**config.mk**
```make
export PLATFORM = sky130hd
export DESIGN_NAME = fft16_input_packer
export DESIGN_NICKNAME = d
export VERILOG_FILES = /design/src/rtl/fft16_input_packer.sv
export SDC_FILE = /design/constraint.sdc
export NUM_CORES = 1
export LEC_CHECK = 0
export CORE_AREA = 3 3 203 205
export CTS_CLUSTER_SIZE = 28
export DETAILED_ROUTE_END_ITERATION = 7
export DIE_AREA = 0 0 206 208
export PLACE_DENSITY = 0.83
export SYNTH_ARGS = -nofsm -noshare
export SYNTH_HDL_FRONTEND = slang
export SYNTH_SLANG_ARGS = --single-unit
```
**constraint.sdc**
```tcl
create_clock -name sys_clk_i -period 2.9 [get_ports sys_clk_i]
set_input_delay 0.58 -clock sys_clk_i [delete_from_list [all_inputs] [get_ports sys_clk_i]]
set_output_delay 0.58 -clock sys_clk_i [all_outputs]
set_load 0.005 [all_outputs]
```
**src/rtl/fft16_input_packer.sv**
```systemverilog
// Collects a 16-sample complex frame from a serial stream into one of two banks (ping-pong).
// Presents the read bank in parallel; a frame is valid the cycle after its 16th sample is accepted.
module fft16_input_packer #(
  parameter int DATA_WIDTH = 8,
  parameter int N_POINT    = 16
) (
  input  logic                           sys_clk_i,
  input  logic                           rst_i,
  input  logic                           din_valid_i,
  output logic                           din_ready_o,
  input  logic                           din_sop_i,
  input  logic signed [DATA_WIDTH-1:0]   din_real_i,
  input  logic signed [DATA_WIDTH-1:0]   din_imag_i,
  output logic                           frame_valid_o,
  input  logic                           frame_ready_i,
  output logic [DATA_WIDTH*N_POINT-1:0]  xn_real_o,
  output logic [DATA_WIDTH*N_POINT-1:0]  xn_imag_o,
  output logic                           sync_err_o
);

  typedef enum logic {HUNT, FILL} state_t;

  localparam logic [3:0] LAST_IDX = 4'(N_POINT - 1);

  state_t     state, state_nxt;
  logic [3:0] wr_idx, idx_nxt, wr_addr;
  logic       wr_bank, rd_bank;
  logic [1:0] full;
  logic       accept, consume, wr_en, complete, err_nxt;

  logic [DATA_WIDTH-1:0] bank_re [2][N_POINT];
  logic [DATA_WIDTH-1:0] bank_im [2][N_POINT];

  assign din_ready_o   = ~full[wr_bank];
  assign frame_valid_o = full[rd_bank];
  assign accept        = din_valid_i & din_ready_o;
  assign consume       = frame_valid_o & frame_ready_i;

  always_comb begin
    state_nxt = state;
    idx_nxt   = wr_idx;
    wr_addr   = wr_idx;
    wr_en     = 1'b0;
    complete  = 1'b0;
    err_nxt   = 1'b0;
    if (accept) begin
      if (din_sop_i) begin
        // A sop always restarts the frame; in FILL it also flags the lost partial frame.
        err_nxt   = (state == FILL);
        wr_en     = 1'b1;
        wr_addr   = 4'd0;
        idx_nxt   = 4'd1;
        state_nxt = FILL;
      end else if (state == HUNT) begin
        err_nxt = 1'b1;
      end else begin
        wr_en = 1'b1;
        if (wr_idx == LAST_IDX) begin
          complete  = 1'b1;
          idx_nxt   = 4'd0;
          state_nxt = HUNT;
        end else begin
          idx_nxt = wr_idx + 4'd1;
        end
      end
    end
  end

  always_ff @(posedge sys_clk_i) begin
    if (rst_i) begin
      state      <= HUNT;
      wr_idx     <= 4'd0;
      wr_bank    <= 1'b0;
      rd_bank    <= 1'b0;
      full       <= 2'b00;
      sync_err_o <= 1'b0;
    end else begin
      state      <= state_nxt;
      wr_idx     <= idx_nxt;
      sync_err_o <= err_nxt;
      // complete targets an empty bank and consume a full one, so they never collide.
      if (complete) begin
        full[wr_bank] <= 1'b1;
        wr_bank       <= ~wr_bank;
      end
      if (consume) begin
        full[rd_bank] <= 1'b0;
        rd_bank       <= ~rd_bank;
      end
    end
  end

  always_ff @(posedge sys_clk_i) begin
    if (wr_en) begin
      bank_re[wr_bank][wr_addr] <= din_real_i;
      bank_im[wr_bank][wr_addr] <= din_imag_i;
    end
  end

  always_comb begin
    xn_real_o = '0;
    xn_imag_o = '0;
    for (int k = 0; k < N_POINT; k++) begin
      xn_real_o[DATA_WIDTH*k +: DATA_WIDTH] = bank_re[rd_bank][k];
      xn_imag_o[DATA_WIDTH*k +: DATA_WIDTH] = bank_im[rd_bank][k];
    end
  end

endmodule
```
# Yosys cells after proc, flatten, opt, wreduce, memory -nomap -nowiden
# Memories as Yosys holds them, arrays and structs flattened. A register that Yosys moved wholly into a read port is not among the register bits.
# Index checks and enable logic that the tools add are counted.
# word_totals
ramBits	512
mem_count	2
input_bits	21
out_inout_bits	259
register_bits	10
# classes
eq_ne	1
order_cmp	6
add_sub_neg	1
bitwise_logic	10
reduce_logical	6
mux	36
# mem_list
name	words	word_bits	read_ports	rd_clocked_by_memory_dff	write_ports	line_no	source
bank_im	2	128	1	1	1	32	logic [DATA_WIDTH-1:0] bank_im [2][N_POINT];
bank_re	2	128	1	1	1	31	logic [DATA_WIDTH-1:0] bank_re [2][N_POINT];
# ops
cell	count
$mux W128	1
$demux W8 S4	1
$mux W1	23
$mux W4	5
$mux W8	1
$mux W2	3
$ge A5 B5 Y1 const B	1
$lt A5 B1 Y1 const B	1
$not A4 Y5	1
$add A4 B1 Y4 const B	1
$eq A4 B4 Y1 const B	1
$lt A1 B2 Y1 const B	2
$not A1 Y1	4
$logic_and A1 B1 Y1	3
$and A1 B1 Y1	2
$and A2 B2 Y2	1
$demux W1 S1	2
$ge A1 B1 Y1 const B	2
$not A2 Y2	1
$or A2 B2 Y2	1
$reduce_and A2 Y1	1
$reduce_bool A2 Y1	1
$reduce_or A2 Y1	1

# Logic depth before layout (Yosys ltp)
# Gate-level depths: netlist of run 1.
# depth
word_depth	11
ltp_mapped	6
mapped_depth_nobuf	5

# Worst setup path before layout of run 1
# Ideal clock, no wire load.
# synth_timing
kind	input to register
from	input port din_sop_i
to	memory bank_im[0][16] (netlist bit), enable pin
path_buffers	1
slack_ns	0.022
setup_time_ns	0.388
arrival_time_ns	2.490
cell_stages	6
t_required_ns	2.512
path_cell_list	clkinv_1 > ha_1 > nor2b_1 > clkbuf_8 > nand4_1 > nor2_1
# synth_between
elab_chain_cells	8
# synth_lines
element	line_no	source
from (decl)	11	input logic din_sop_i,
$mux W4	47	if (din_sop_i) begin
$mux W4	46	if (accept) begin
$not A4 Y5 (not written as such)	96	bank_im[wr_bank][wr_addr] <= din_imag_i;
$ge A5 B5 Y1 (not written as such) or $lt A5 B1 Y1 (tied branches)	96	
$logic_and A1 B1 Y1 (not written as such)	96	
$mux W8 (not written as such)	96	
$demux W8 S4	96	
$mux W128 (not written as such) *	96	
to (decl)	32	
# Mark *: on every way between the ends. The rest lies on a longest branch, timed or not.

==> results of run 1 <==
## registers in the layout, summed over array words and instances, names as in the netlist, named ones only
name	flops
full	2
bank_im	256
wr_idx	4
rd_bank	1
state	1
bank_re	256
sync_err_o	1
wr_bank	1
## synth_stat cells, drive strengths merged, types with 2 or more instances
library cell	count	area [µm²]
a21oi	5	25.0
a311oi	2	17.5
buf	31	180
clkbuf	3	21.3
dfxtp	11	220
edfxtp	512	15400
ha	2	25.0
inv	5	23.8
mux2	258	2910
nand2	5	18.8
nand3	4	20.0
nand4	7	104
nor2	35	131
nor2b	4	25.0
nor3	2	10.0
o211a	2	20.0
o21ai	3	15.0
o31ai	2	20.0
or3	2	13.8
## how the worst max path moves through the flow
stage / start / to / depth (start not counted) / slack [ns]
2_1_floorplan: din_sop_i / bank_im[0][16] / 6 / 0.02
3_3_place_gp: din_sop_i / bank_im[1][108] / 8 / 0.1
3_5_place_dp: din_sop_i / bank_re[1][109] / 8 / 0.06
4_1_cts: flop / xn_imag_o[23] / 4 / -0.08
5_1_grt: flop / xn_imag_o[81] / 4 / 0.002
6_report: flop / xn_real_o[70] / 4 / 0.06
## final cells by class
type / count / area (µm²) / share of cell area
Clock inverter: 26 / 315 / 0.0126
Inverter: 6 / 27.5 / 0.00110
Timing Repair Buffer: 343 / 3560 / 0.142
Antenna cell: 1 / 2.50 / 0.0000999
Sequential cell: 523 / 15600 / 0.623
Multi-Input combinational cell: 347 / 3510 / 0.140
Tap cell: 525 / 657 / 0.0262
Clock buffer: 66 / 1390 / 0.0553
## power by group
part	total (W)	switching, W	internal, W
Sequential	0.00832	0.00000832	0.00832
Combinational	0.000297	0.000225	0.0000727
Clock	0.00668	0.00269	0.00399
Total	0.0153	0.00293	0.0124
## kinds of logic after synthesis
kind of cell	after synthesis	synth area share
flip-flops	523	0.808
AO/OA/AOI/OAI	20	0.00901
buffers and inverters	40	0.0119
AND/OR/NAND/NOR	66	0.0192
multiplexers	259	0.151
adder cells (fa/ha/maj)	2	0.00130
## critical path, stage by stage (launching register included)
cell	delay (ns)
sky130_fd_sc_hd__dfxtp_4	0.40
sky130_fd_sc_hd__buf_12	0.19
sky130_fd_sc_hd__clkbuf_16	0.25
sky130_fd_sc_hd__mux2_2	0.37
sky130_fd_sc_hd__clkdlybuf4s50_1	0.46
## repair_timing
action	4_1_cts	5_1_grt
gates cloned	0	4
endpoints found under the setup margin	151	128
gates resized for setup	12	6
buffers inserted	0	2
hold buffers	0	0
## routing by layer
metal / routed length, µm / track usage / part of all wire
met1: 18700 / 0.284 / 0.40
met2: 23600 / 0.359 / 0.51
met3: 3370 / 0.0465 / 0.073
met4: 662 / 0.0438 / 0.014
met5: 0 / 0 / 0
## metrics by stage
stage	power, W	setup TNS (ns)	util	area (µm²)
2_1_floorplan	0.00854	0	-	19300
3_3_place_gp	0.00877	0	0.585	23200
3_5_place_dp	0.00879	0	0.585	23200
4_1_cts	0.0154	-4.45	0.628	24900
5_1_grt	0.0157	0	0.632	25100
6_report	0.0153	0	0.632	25100
==> insert_results.sql, run 1 <==
INSERT INTO impl_metrics (metric_group, metric, value, unit) VALUES
('finish', 'finish.cell_count_without_fillers', '1837', ''),
('die', 'fp.dieW', '206', 'µm'),
('sta', 'worst_pin_slew', '0.989', 'ns'),
('worst_setup_path', 'timing.critical_path.from_type', 'flop', ''),
('finish', 'layout.cells.most_common', 'sky130_fd_sc_hd__edfxtp_1', ''),
('global_route', 'gr-usage-all-layers', '0.212', ''),
('power_and_ir_drop', 'leak_pwr', '8.14', 'nW'),
('clock_network', 'reg_clk_slew_reported_paths', '0.06', 'ns'),
('min_path', 'hold-path-cell-count', '2', ''),
('logic_synthesis', 'synth_async_sr_flop_share', '0', ''),
('clock_network', 'ctsHtreeMaxLevel', '2', ''),
('global_route', 'gr_ovfl_total', '0', ''),
('drt', 'first_pass_iters', '5', ''),
('die', 'core_region_area', '39600', 'µm²'),
('placement', 'dp_cells', '1738', ''),
('die', 'initial_utilization', '0.487', ''),
('worst_setup_path', 'worst_setup_path_class', 'reg2out', ''),
('clock_network', 'cts_max_path_buffers', '3', ''),
('worst_setup_path', 'reg2regPathDepth', '5', ''),
('drt', 'antenna_violating_nets_post_route', '0', ''),
('finish', 'layout.nets', '1294', ''),
('placement', 'preCtsSetupSlack', '0.0627', 'ns'),
('logic_synthesis', 'synth.yosys.seq_area_share', '0.808', ''),
('logic_synthesis', 'synth-seq-cells', '523', ''),
('min_path', 'timing.hold.worst.start', 'full[0]', ''),
('die', 'floorplan.die.height', '208', 'µm'),
('placement', 'io_buffers', '279', ''),
('global_route', 'grt_pass1_vias', '10266', ''),
('worst_setup_path', 'timing.critical_path.arrival', '2.26', 'ns'),
('worst_setup_path', 'endpoint_kind', 'output port', ''),
('global_route', 'global_route_wire_length_before_repair', '66500', 'µm'),
('logic_synthesis', 'syn-cell-area', '19300', 'µm²'),
('worst_setup_path', 'rr_startpoint', 'wr_bank', ''),
('worst_setup_path', 'timing.rr.end', 'bank_im[1][98]', ''),
('drt', 'vias_per_cell', '5.39', ''),
('sta', 'period_share', '0.981', ''),
('worst_setup_path', 'required_time_of_the_critical_path', '2.32', 'ns'),
('finish', 'layout.cells.most_common_list', 'sky130_fd_sc_hd__edfxtp_1 (512), sky130_fd_sc_hd__clkdlybuf4s50_1 (257), sky130_fd_sc_hd__mux2_2 (256)', ''),
('sta', 'finalMaxSlewViolations', '0', ''),
('power_and_ir_drop', 'power_density', '611', 'nW/µm²'),
('placement', 'finalWeightedCongestion', '0.784', ''),
('die', 'floorplan.rows', '73', ''),
('sta', 'maxSlewHeadroom', '0.341', ''),
('sta', 'clock_skew', '0.0171', 'ns'),
('logic_synthesis', 'netlist_instances', '910', ''),
('sta', 'final-hold-violation-count', '0', ''),
('sta', 'final_period_minus_worst_setup_slack', '2.84', 'ns'),
('finish', 'num-fill-cells', '2695', ''),
('drt', 'drt_drc_violations_left', '0', ''),
('power_and_ir_drop', 'power.ir.vdd_worst', '0.000565', 'V'),
('finish', 'area.growth.synth_to_final', '29.7', '%'),
('sta', 'fin_worst_hold_slack', '0.559', 'ns'),
('global_route', 'antenna_found_initial', '0', ''),
('clock_network', 'clockRootBuffer', 'sky130_fd_sc_hd__clkbuf_16', ''),
('die', 'design.die.area', '42800', 'µm²'),
('finish', 'drive_above_1_share', '0.326', ''),
('clock_network', 'tritoncts_clock_tree', 'done', ''),
('global_route', 'grt_max_degree', '56', ''),
('logic_synthesis', 'ys_types', '44', ''),
('drt', 'drt_iter0_drc', '776', ''),
('placement', 'dpl.hpwl', '27300', 'µm'),
('run_status', 'outcome', 'finished clean', ''),
('logic_synthesis', 'synthesis.area_per_instance', '21.2', 'µm²'),
('drt', 'drt-wirelength-per-cell', '25.3', 'µm'),
('logic_synthesis', 'syn_nets', '933', ''),
('logic_synthesis', 'number_of_enable_flip_flop_cells_after_synthesis', '512', ''),
('run', 'drv_cap', '0', ''),
('logic_synthesis', 'synth_flop_cell', 'sky130_fd_sc_hd__edfxtp_1', ''),
('sta', 'final_critical_path_setup_slack', '0.0563', 'ns'),
('drt', 'num_vias', '9906', ''),
('worst_setup_path', 'flop2flop_setup_slack', '0.71', 'ns'),
('clock_network', 'cts_sinks', '523', ''),
('worst_setup_path', 'worst-path-max-fanout', '27', ''),
('sta', 'rsz_0062_raised_after_global_routing', 'false', ''),
('sta', 'number_of_endpoints_failing_setup_at_the_final_stage', '0', ''),
('logic_synthesis', 'ys_warn_count', '0', ''),
('clock_network', 'cts_made_buffers', '50', ''),
('min_path', 'hold_path.class', 'reg2reg', ''),
('clock_network', 'clkLatencyLatePin', '0.57', 'ns'),
('drt', 'route.final.wire_length', '46400', 'µm'),
('min_path', 'whs_endpoint', 'full[0]', ''),
('die', 'pin_count', '280', ''),
('sta', 'max_freq', '352', 'MHz');
No activity file was read; power rests on OpenSTA's default activity.
==> run 2: changes to the inputs <==
--- a/config.mk
+++ b/config.mk
@@ -9,6 +9,7 @@
 export CTS_CLUSTER_SIZE = 28
 export DETAILED_ROUTE_END_ITERATION = 7
 export DIE_AREA = 0 0 206 208
+export HOLD_SLACK_MARGIN = 0.06
 export PLACE_DENSITY = 0.83
 export SYNTH_ARGS = -nofsm -noshare
 export SYNTH_HDL_FRONTEND = slang
==> results of run 2 <==
Same layout as run 1: the final DEF is identical, and so are final timing and power.
==> run 3: changes to the inputs <==
--- a/config.mk
+++ b/config.mk
@@ -5,12 +5,13 @@
 export SDC_FILE = /design/constraint.sdc
 export NUM_CORES = 1
 export LEC_CHECK = 0
-export CORE_AREA = 3 3 203 205
+export CORE_AREA = 2 2 202 204
 export CTS_CLUSTER_SIZE = 28
 export DETAILED_ROUTE_END_ITERATION = 7
-export DIE_AREA = 0 0 206 208
+export DIE_AREA = 0 0 204 206
 export HOLD_SLACK_MARGIN = 0.06
 export PLACE_DENSITY = 0.83
+export SLEW_MARGIN = 0
 export SYNTH_ARGS = -nofsm -noshare
 export SYNTH_HDL_FRONTEND = slang
 export SYNTH_SLANG_ARGS = --single-unit
==> insert_results.sql, run 3 (synthesized netlist as in run 1, its figures left out) <==
INSERT INTO impl_metrics (metric_group, metric, value, unit) VALUES
('run_status', 'outcome', 'finished clean', ''),
('finish', 'insertedDiodeCount', '0', ''),
('worst_setup_path', 'flop2flop_setup_slack', '0.79', 'ns'),
('clock_network', 'cts_sinks', '523', ''),
('sta', 'final_period_minus_worst_setup_slack', '2.86', 'ns'),
('sta', 'worst_pin_slew', '0.904', 'ns'),
('power_and_ir_drop', 'power.ir.vdd_worst', '0.000454', 'V'),
('die', 'core_region_area', '40200', 'µm²'),
('clock_network', 'tritoncts_clock_tree', 'done', ''),
('sta', 'finalMaxSlewViolations', '0', ''),
('worst_setup_path', 'rr_startpoint', 'wr_bank', ''),
('min_path', 'timing.hold.worst.start', 'full[0]', ''),
('die', 'initial_utilization', '0.481', ''),
('worst_setup_path', 'path_cells', 'buf_12, buf_16, mux2_2, clkdlybuf4s50_1', ''),
('finish', 'layout.cells.most_common_list', 'sky130_fd_sc_hd__edfxtp_1 (512), sky130_fd_sc_hd__clkdlybuf4s50_1 (263), sky130_fd_sc_hd__mux2_2 (256)', ''),
('worst_setup_path', 'timing.critical_path.arrival', '2.28', 'ns'),
('power_and_ir_drop', 'share_comb_of_total_power', '0.020', ''),
('clock_network', 'cts_max_path_buffers', '3', ''),
('finish', 'layout.nets', '1298', ''),
('drt', 'drt-wirelength-per-cell', '24.1', 'µm'),
('placement', 'io_buffers', '279', ''),
('sta', 'max_freq', '350', 'MHz'),
('finish', 'final_area', '24900', 'µm²'),
('finish', 'num-fill-cells', '2794', ''),
('clock_network', 'ctsHtreeMaxLevel', '2', ''),
('finish', 'area.growth.synth_to_final', '28.8', '%'),
('drt', 'antenna_violating_nets_post_route', '0', ''),
('run', 'drv_cap', '0', ''),
('die', 'floorplan.rows', '74', ''),
('worst_setup_path', 'worst_path_slowest_cell', 'sky130_fd_sc_hd__clkdlybuf4s50_1', ''),
('finish', 'layout.cells.most_common', 'sky130_fd_sc_hd__edfxtp_1', ''),
('die', 'pin_count', '280', ''),
('min_path', 'whs_endpoint', 'full[0]', ''),
('sta', 'clock_skew', '0.0158', 'ns'),
('power_and_ir_drop', 'leak_pwr', '8.08', 'nW'),
('power_and_ir_drop', 'power_density', '589', 'nW/µm²'),
('power_and_ir_drop', 'clock_power_share', '0.412', ''),
('clock_network', 'hold_buffers', '0', ''),
('worst_setup_path', 'timing.rr.end', 'bank_re[1][108]', ''),
('die', 'design.die.area', '42000', 'µm²'),
('die', 'fp.dieW', '204', 'µm'),
('power_and_ir_drop', 'p_sw_frac', '0.195', ''),
('global_route', 'grt_max_degree', '59', ''),
('clock_network', 'clockRootBuffer', 'sky130_fd_sc_hd__clkbuf_16', ''),
('global_route', 'gr-usage-all-layers', '0.213', ''),
('sta', 'number_of_endpoints_failing_setup_at_the_final_stage', '0', ''),
('drt', 'route.final.wire_length', '44500', 'µm'),
('drt', 'drt_iter0_drc', '740', ''),
('global_route', 'antenna_found_initial', '0', ''),
('worst_setup_path', 'reg2regPathDepth', '5', ''),
('sta', 'final.setup.tns', '0', 'ns'),
('global_route', 'grt_pass1_vias', '10136', ''),
('power_and_ir_drop', 'cellInternalPower', '0.0118', 'W'),
('worst_setup_path', 'timing.critical_path.from_type', 'flop', ''),
('finish', 'drive_above_1_share', '0.323', ''),
('drt', 'drt_drc_violations_left', '0', ''),
('clock_network', 'clkLatencyLatePin', '0.58', 'ns'),
('finish', 'finish.cell_count_without_fillers', '1846', ''),
('clock_network', 'cts_made_buffers', '50', ''),
('power_and_ir_drop', 'p_seq_frac', '0.568', ''),
('placement', 'dp_cells', '1751', ''),
('die', 'floorplan.die.height', '206', 'µm'),
('min_path', 'hold_path.class', 'reg2reg', ''),
('clock_network', 'reg_clk_slew_reported_paths', '0.06', 'ns'),
('power_and_ir_drop', 'power.switching', '0.00285', 'W'),
('min_path', 'hold-path-cell-count', '2', ''),
('worst_setup_path', 'worst_setup_path_class', 'reg2out', ''),
('worst_setup_path', 'required_time_of_the_critical_path', '2.32', 'ns'),
('global_route', 'gr_ovfl_total', '0', ''),
('finish', 'layout_top_registers', 'bank_im (256), bank_re (256), wr_idx (4)', ''),
('sta', 'period_share', '0.985', ''),
('drt', 'num_vias', '9840', ''),
('global_route', 'global_route_wire_length_before_repair', '64500', 'µm'),
('drt', 'first_pass_iters', '4', ''),
('placement', 'dpl.hpwl', '26900', 'µm'),
('sta', 'maxSlewHeadroom', '0.398', ''),
('placement', 'dpl-instance-area', '23300', 'µm²'),
('drt', 'vias_per_cell', '5.33', ''),
('worst_setup_path', 'crit_path_max_incr_delay', '0.46', 'ns'),
('sta', 'final-hold-violation-count', '0', ''),
('sta', 'rsz_0062_raised_after_global_routing', 'true', ''),
('placement', 'finalWeightedCongestion', '0.768', ''),
('worst_setup_path', 'endpoint_kind', 'output port', ''),
('worst_setup_path', 'worst-path-max-fanout', '58', '');
==> run 3: cell types whose count changed in the layout (fill, tap and decap cells not counted), moves of 2 or more <==
| cell | delta |
|---|---|
| sky130_fd_sc_hd__bufinv_16 | -6 |
| sky130_fd_sc_hd__buf_12 | +6 |
| sky130_fd_sc_hd__buf_6 | -3 |
| sky130_fd_sc_hd__clkinv_2 | +8 |
| sky130_fd_sc_hd__dlygate4sd2_1 | -6 |
| sky130_fd_sc_hd__buf_4 | +7 |
| sky130_fd_sc_hd__nor2_1 | +3 |
| sky130_fd_sc_hd__clkdlybuf4s50_1 | +6 |
| sky130_fd_sc_hd__clkinv_4 | -2 |
| sky130_fd_sc_hd__nor2_2 | -3 |
| sky130_fd_sc_hd__clkbuf_16 | -4 |
| sky130_fd_sc_hd__clkinv_1 | +2 |
==> run 3: how the worst max path moves through the flow <==
| stage | to | cells past startpoint |
|---|---|---|
| after floorplan | bank_im[0][16] | 6 |
| after global placement | bank_im[1][32] | 8 |
| after detailed placement | bank_im[1][7] | 8 |
| after CTS | xn_real_o[86] | 4 |
| after global routing | xn_real_o[77] | 4 |
| final | xn_real_o[86] | 4 |
==> run 3: layout make-up <==
type	count	area [µm²]	area share
Tap cell	532	666	0.0268
Timing Repair Buffer	347	3570	0.144
Multi-Input combinational cell	347	3500	0.141
Inverter	6	27.5	0.00111
Sequential cell	523	15600	0.627
Clock buffer	65	1370	0.0551
Clock inverter	26	146	0.00588
==> run 3: power by group through the flow <==
stage	registers [W]	clock network (W)	logic [W]
6_report	0.00833	0.00603	0.000290
5_1_grt	0.00832	0.00647	0.000309
4_1_cts	0.00833	0.00615	0.000292
3_5_place_dp	0.00849	0	0.000292
3_3_place_gp	0.00848	0	0.000281
2_1_floorplan	0.00848	0	0.0000565
==> run 3: repair_timing <==
action / in CTS / in global routing
endpoints found under the setup margin: 127 / 32
gates resized for setup: 0 / 4
gates cloned: 0 / 0
buffers inserted: 4 / 0
==> run 3: layer usage <==
| layer | up-vias | share of wire | global-route usage |
|---|---|---|---|
| met5 | - | 0 | 0 |
| met4 | 0 | 0.020 | 0.0577 |
| met3 | 58 | 0.069 | 0.0459 |
| met2 | 412 | 0.50 | 0.356 |
| met1 | 5027 | 0.41 | 0.284 |
| li1 | 4343 | - | - |
==> run 3: critical path, delay by kind of cell, from the launching register on <==
family / cells / cell delay [ns]
buffers and inverters: 3 / 0.85
flip-flops: 1 / 0.38
multiplexers: 1 / 0.40
==> run 3: per-stage QoR <==
stage | utilization | hold WS [ns] | setup WS [ns] | power [W]
floorplan | - | 0.488 | 0.0220 | 0.00854
global placement | 0.580 | 0.512 | 0.0947 | 0.00877
detailed placement | 0.580 | 0.534 | 0.0680 | 0.00878
CTS | 0.619 | 0.567 | 0.00970 | 0.0148
global route | 0.619 | 0.593 | -0.0138 | 0.0151
finish | 0.619 | 0.567 | 0.0423 | 0.0146
